### src/rtl/foc_setpoint_pkg.sv
// Shared mode encodings, triangle direction and default widths for the FOC setpoint generator.
package foc_setpoint_pkg;

  localparam int DEF_CH_CNT   = 2;
  localparam int DEF_WIDTH    = 16;
  localparam int DEF_PERIOD_W = 24;

  typedef enum logic [1:0] {
    MODE_OFF    = 2'd0,
    MODE_CONST  = 2'd1,
    MODE_SQUARE = 2'd2,
    MODE_TRI    = 2'd3
  } mode_t;

  typedef enum logic {
    DIR_UP   = 1'b0,
    DIR_DOWN = 1'b1
  } dir_t;

endpackage

### src/rtl/foc_setpoint_chan.sv
// One setpoint channel: mode target, triangle generator and optional slew limiter.
// Optional feature: FOC_SETPOINT_SLEW_EN enables the per-tick slew limit on aim.
module foc_setpoint_chan
  import foc_setpoint_pkg::*;
#(
  parameter int WIDTH = DEF_WIDTH
) (
  input  logic             clk,
  input  logic             rst,
  input  logic             tick,
  input  logic             enable,
  input  logic [1:0]       mode,
  input  logic [WIDTH-1:0] amp,
  input  logic [WIDTH-2:0] step,
  input  logic             phase,
  output logic [WIDTH-1:0] aim
);

  localparam int EW = WIDTH + 1;

  mode_t                mode_e;
  dir_t                 dir_q, dir_d;
  logic signed [EW-1:0] amp_s, step_s, sum, tgt;
  logic signed [EW-1:0] tri_q, tri_d, aim_q, aim_d;
`ifdef FOC_SETPOINT_SLEW_EN
  logic signed [EW-1:0] diff;
`endif
  logic                 unused_bits;

  assign mode_e      = mode_t'(mode);
  assign amp_s       = $signed({2'b00, amp[WIDTH-2:0]});
  assign step_s      = $signed({2'b00, step});
  assign unused_bits = ^{amp[WIDTH-1], aim_q[WIDTH]};

  always_comb begin
    tri_d = tri_q;
    dir_d = dir_q;
    sum   = tri_q;
    tgt   = '0;
    if (!enable) begin
      tri_d = '0;
      dir_d = DIR_UP;
    end else begin
      if (mode_e == MODE_TRI) begin
        if (amp_s != '0 && step_s != '0)
          sum = (dir_q == DIR_UP) ? tri_q + step_s : tri_q - step_s;
        // Saturation also pulls a stale value back inside a reduced amp.
        if (sum >= amp_s) begin
          tri_d = amp_s;
          dir_d = DIR_DOWN;
        end else if (sum <= -amp_s) begin
          tri_d = -amp_s;
          dir_d = DIR_UP;
        end else begin
          tri_d = sum;
        end
      end
      case (mode_e)
        MODE_OFF:    tgt = '0;
        MODE_CONST:  tgt = amp_s;
        MODE_SQUARE: tgt = phase ? amp_s : -amp_s;
        MODE_TRI:    tgt = tri_d;
        default:     tgt = '0;
      endcase
    end
  end

`ifdef FOC_SETPOINT_SLEW_EN
  always_comb begin
    diff = tgt - aim_q;
    if (diff > step_s)
      aim_d = aim_q + step_s;
    else if (diff < -step_s)
      aim_d = aim_q - step_s;
    else
      aim_d = tgt;
  end
`else
  assign aim_d = tgt;
`endif

  always_ff @(posedge clk) begin
    if (rst) begin
      tri_q <= '0;
      dir_q <= DIR_UP;
      aim_q <= '0;
    end else if (tick) begin
      tri_q <= tri_d;
      dir_q <= dir_d;
      aim_q <= aim_d;
    end
  end

  assign aim = aim_q[WIDTH-1:0];

endmodule

### src/rtl/foc_setpoint_gen.sv
// FOC d/q setpoint generator: shared square half-period counter and phase, CH_CNT channels.
// Optional feature: FOC_SETPOINT_SLEW_EN (slew-limited outputs, handled in foc_setpoint_chan).
module foc_setpoint_gen
  import foc_setpoint_pkg::*;
#(
  parameter int CH_CNT   = DEF_CH_CNT,
  parameter int WIDTH    = DEF_WIDTH,
  parameter int PERIOD_W = DEF_PERIOD_W
) (
  input  logic                    clk,
  input  logic                    rst,
  input  logic                    i_tick,
  input  logic                    i_enable,
  input  logic [2*CH_CNT-1:0]     i_mode,
  input  logic [WIDTH*CH_CNT-1:0] i_amp,
  input  logic [PERIOD_W-1:0]     i_half_period,
  input  logic [WIDTH-2:0]        i_step,
  output logic [WIDTH*CH_CNT-1:0] o_aim,
  output logic                    o_en,
  output logic                    o_phase
);

  logic [PERIOD_W-1:0] cnt_q, wrap_at;
  logic                phase_q, en_q;

  // A half-period of 0 behaves as 1; >= keeps a shrunk period from running the counter out.
  assign wrap_at = (i_half_period == '0) ? '0 : i_half_period - PERIOD_W'(1);

  always_ff @(posedge clk) begin
    if (rst) begin
      cnt_q   <= '0;
      phase_q <= 1'b0;
      en_q    <= 1'b0;
    end else begin
      en_q <= i_tick;
      if (i_tick) begin
        if (!i_enable) begin
          cnt_q   <= '0;
          phase_q <= 1'b0;
        end else if (cnt_q >= wrap_at) begin
          cnt_q   <= '0;
          phase_q <= ~phase_q;
        end else begin
          cnt_q <= cnt_q + PERIOD_W'(1);
        end
      end
    end
  end

  genvar c;
  generate
    for (c = 0; c < CH_CNT; c++) begin : g_ch
      foc_setpoint_chan #(
        .WIDTH(WIDTH)
      ) u_chan (
        .clk   (clk),
        .rst   (rst),
        .tick  (i_tick),
        .enable(i_enable),
        .mode  (i_mode[2*c +: 2]),
        .amp   (i_amp[WIDTH*c +: WIDTH]),
        .step  (i_step),
        .phase (phase_q),
        .aim   (o_aim[WIDTH*c +: WIDTH])
      );
    end
  endgenerate

  assign o_en    = en_q;
  assign o_phase = phase_q;

endmodule

### config.mk
export PLATFORM = sky130hd
export DESIGN_NAME = foc_setpoint_gen
export DESIGN_NICKNAME = d
export VERILOG_FILES = /design/src/rtl/foc_setpoint_pkg.sv /design/src/rtl/foc_setpoint_chan.sv /design/src/rtl/foc_setpoint_gen.sv
export SDC_FILE = /design/constraint.sdc
export NUM_CORES = 1
export LEC_CHECK = 0
export ABC_CLOCK_PERIOD_IN_PS = 9900
export CAP_MARGIN = 40
export CORE_MARGIN = 5
export CORE_UTILIZATION = 64
export CTS_CLUSTER_SIZE = 28
export DETAILED_ROUTE_END_ITERATION = 16
export GPL_ROUTABILITY_DRIVEN = 0
export PLACE_DENSITY = 0.89
export SYNTH_ARGS = -nofsm -noshare
export SYNTH_HDL_FRONTEND = slang
export SYNTH_SLANG_ARGS = --single-unit
export TNS_END_PERCENT = 100
### constraint.sdc
create_clock -name clk -period 9.9 [get_ports clk]
set_input_delay 1.485 -clock clk [delete_from_list [all_inputs] [get_ports clk]]
set_output_delay 1.485 -clock clk [all_outputs]
set_load 0.01 [all_outputs]
==> flow_summary.toml <==
[timing]
rsz0062_at_grt = "false"
tightest_slew_ps = 862
max_freq_mhz = 125
relSlewSlack = 0.420
timing.final.crit_share = 0.806
finalHoldViolCount = 0
finClkSkew_ps = 16.4
min_period_ps = 7980
drv_slew = 0
worst_slack_ps = 1920
whs_ps = 481
fin_setup_tns_ps = 0
finalSetupViolCount = 0

[placed_design]
placed_area_um2 = 11900
hpwl_um = 26100
dp_slack_ps = 1730
io_buffers = 110

[power]
p_per_area_nw_per_um2 = 102
power_leakage_nw = 5.05
vdd_drop_max_mv = 0.0940
power_mw = 1.24

[cells_and_area]
nNetsFinal = 1756
n_fill_cell = 1308
multi_input_area_um2 = 8240
area_delta_synth_final_pct = 14.4
fin_area_um2 = 12200
diodes = 0
final_cell_mix = "176 x nand2_1, 149 x nor2_1, 122 x ha_1"
layout.cells.most_common = "nand2_1"
seq_area_um2 = 1880
drive_gt1_frac = 0.0398

[detailed_routing]
antenna_left = 0
drc = 0
vias = 11900
wl_um = 34700
viasPerCell = 6.69
drtIter0Drc = 1680
wire_per_inst_um = 19.5
drtPass1Iterations = 6

[synth]
synth_area_um2 = 10600
ys_seq_area_frac = 0.177
ys.flop_type = "dfxtp_1"
ys_seq_elements = 94
syn_inst = 1483
async_flop_share = 0
syn-num-nets = 1686
synth_warnings = 0
synth_edf_count = 0
ys_types = 83
synth.avg_cell_area_um2 = 7.17

[status]
status = "finished, final reports clean"

[setup_path]
required_ps = 10140
crit_chain = "clkdlybuf4s50_1 -> nor3_1 -> and3_1 -> nor3b_1 -> nor3b_1 -> nor2_1 -> xnor2_1 -> ha_1 -> a211oi_1 -> nor2_1 -> nor2_1 -> a21oi_1 -> o21a_1 -> o31ai_1 -> ha_1 -> nand2_1 -> nor4_1 -> a211oi_1 -> a31oi_1 -> a31o_2 -> o31ai_1 -> a32oi_1 -> o21ai_0"
slowest_delay_ps = 600
reg2reg_depth = 19
crit_path_frequent_cell = "nor2_1"
critical_path.slowest_cell = "a31o_2"
worstPathMaxFanout = 24
start_kind = "primary input"
critical_path_class = "in -> reg"
crit_family = "compound AO/OA/AOI/OAI gates"
rr_startpoint = "g_ch[0].u_chan.dir_q"
worst-path-buf-inv = 1
critPathArrivalTime_ps = 8220
r2r_slack_ps = 3720
r2r-end = "g_ch[0].u_chan.aim_q[0]"
cp-end-kind = "flip-flop"

[floorplanning]
die_h_um = 139
die-area_um2 = 19300
die_x_um = 139
ios = 113
start_util = 0.646
core_um2 = 16500
num_rows = 47

[hold_path]
hold_depth = 2
hp-start = "g_ch[1].u_chan.aim_q[12]"
hold_path.class = "reg -> reg"
worstHoldEndpoint = "g_ch[1].u_chan.aim_q[12]"

[clock_network]
clock_latency_ps = 370
clockBufferDepth = 2
post_cts_buffers = 0
cts-root-buf = "clkbuf_16"
ctsResizeCount = 0
holdBufCountCts = 0
clk_pin_slew_ps = 70
cts_sinks = 94
h-tree-depth = 3
cts_tree = "yes"
cts_made_buffers = 9

[global_routing]
grt_overflow = 0
grt_usage = 0.347
antenna_found_initial = 0
grt_pass1_wl_um = 55400
grt_pass1_vias = 11100
grt_max_degree = 36

[run]
maxCapViolations = 0
## logic make-up after synthesis
family / count (synthesis) / share of synthesized area
and+or+nand+nor: 610 / 0.277
AOI/OAI and AO/OA: 390 / 0.239
buffers and inverters: 133 / 0.0491
adders and majority gates: 124 / 0.147
xor gates and xnor gates: 117 / 0.0964
DFF: 94 / 0.177
muxes: 15 / 0.0146
## area by class of cell
cell class,instances,share of cell area
tap,220,0.0226
inverter,66,0.0204
timing repair buffer,126,0.0999
multi-input combinational,1256,0.678
clock inverter,5,0.00463
clock buffer,11,0.0200
sequential,94,0.155
## tightest hold or removal path, cell delays in order (launching register included)
cell	delay [ps]
dfxtp_1	330
nand2_1	50
o211ai_1	70
## registers in the layout (all words and copies together), names as in the netlist
signal / cells
g_ch.u_chan.tri_q: 34
g_ch.u_chan.aim_q: 32
cnt_q: 24
g_ch.u_chan.dir_q: 2
o_en: 1
o_phase: 1
## synth_stat cells (all sizes together) (15+ instances only)
master	instances	area, um^2
nor2b	16	100
and2	18	115
nand3	77	398
nand2	179	689
clkbuf	52	195
o211ai	37	283
nand2b	22	138
nor2	150	563
a21oi	86	430
a21o	20	150
xnor2	81	709
nand4	25	169
and3	15	93.8
buf	15	78.8
ha	122	1530
inv	66	248
xor2	36	315
nor3	60	312
o21ai	111	556
a22oi	20	150
dfxtp	94	1880
## power breakdown
group / internal (mW) / leakage, nW / switching, mW / total [mW]
Clock: 0.203 / 0.146 / 0.169 / 0.373
Sequential: 0.390 / 0.761 / 0.0126 / 0.402
Combinational: 0.189 / 4.14 / 0.278 / 0.467
Total: 0.782 / 5.05 / 0.459 / 1.24
## worst max-delay path by stage
stage	depth (start not counted)	to	slack [ps]	start
2_1_floorplan	26	g_ch[0].u_chan.tri_q[7]	3260	i_step[3]
3_3_place_gp	21	g_ch[0].u_chan.aim_q[0]	1800	i_step[3]
3_5_place_dp	23	g_ch[0].u_chan.aim_q[0]	1730	i_step[3]
4_1_cts	23	g_ch[0].u_chan.aim_q[0]	2080	i_step[3]
5_1_grt	24	g_ch[0].u_chan.aim_q[0]	1380	i_step[3]
6_report	23	g_ch[1].u_chan.aim_q[13]	1920	i_step[3]
## metrics by stage
stage,util,instances
6_report,0.739,1778
5_1_grt,0.739,1778
4_1_cts,0.739,1778
3_5_place_dp,0.720,1762
3_3_place_gp,0.719,1758
2_1_floorplan,-,1483
## layer usage
layer / track usage / vias up / wire length (um)
met1: 0.428 / 5431 / 13300
met4: 0.235 / 0 / 2590
met5: 0 / - / 0
li1: - / 5500 / -
met3: 0.0597 / 200 / 3400
met2: 0.553 / 762 / 15400
No activity file was read; power rests on OpenSTA's default activity.
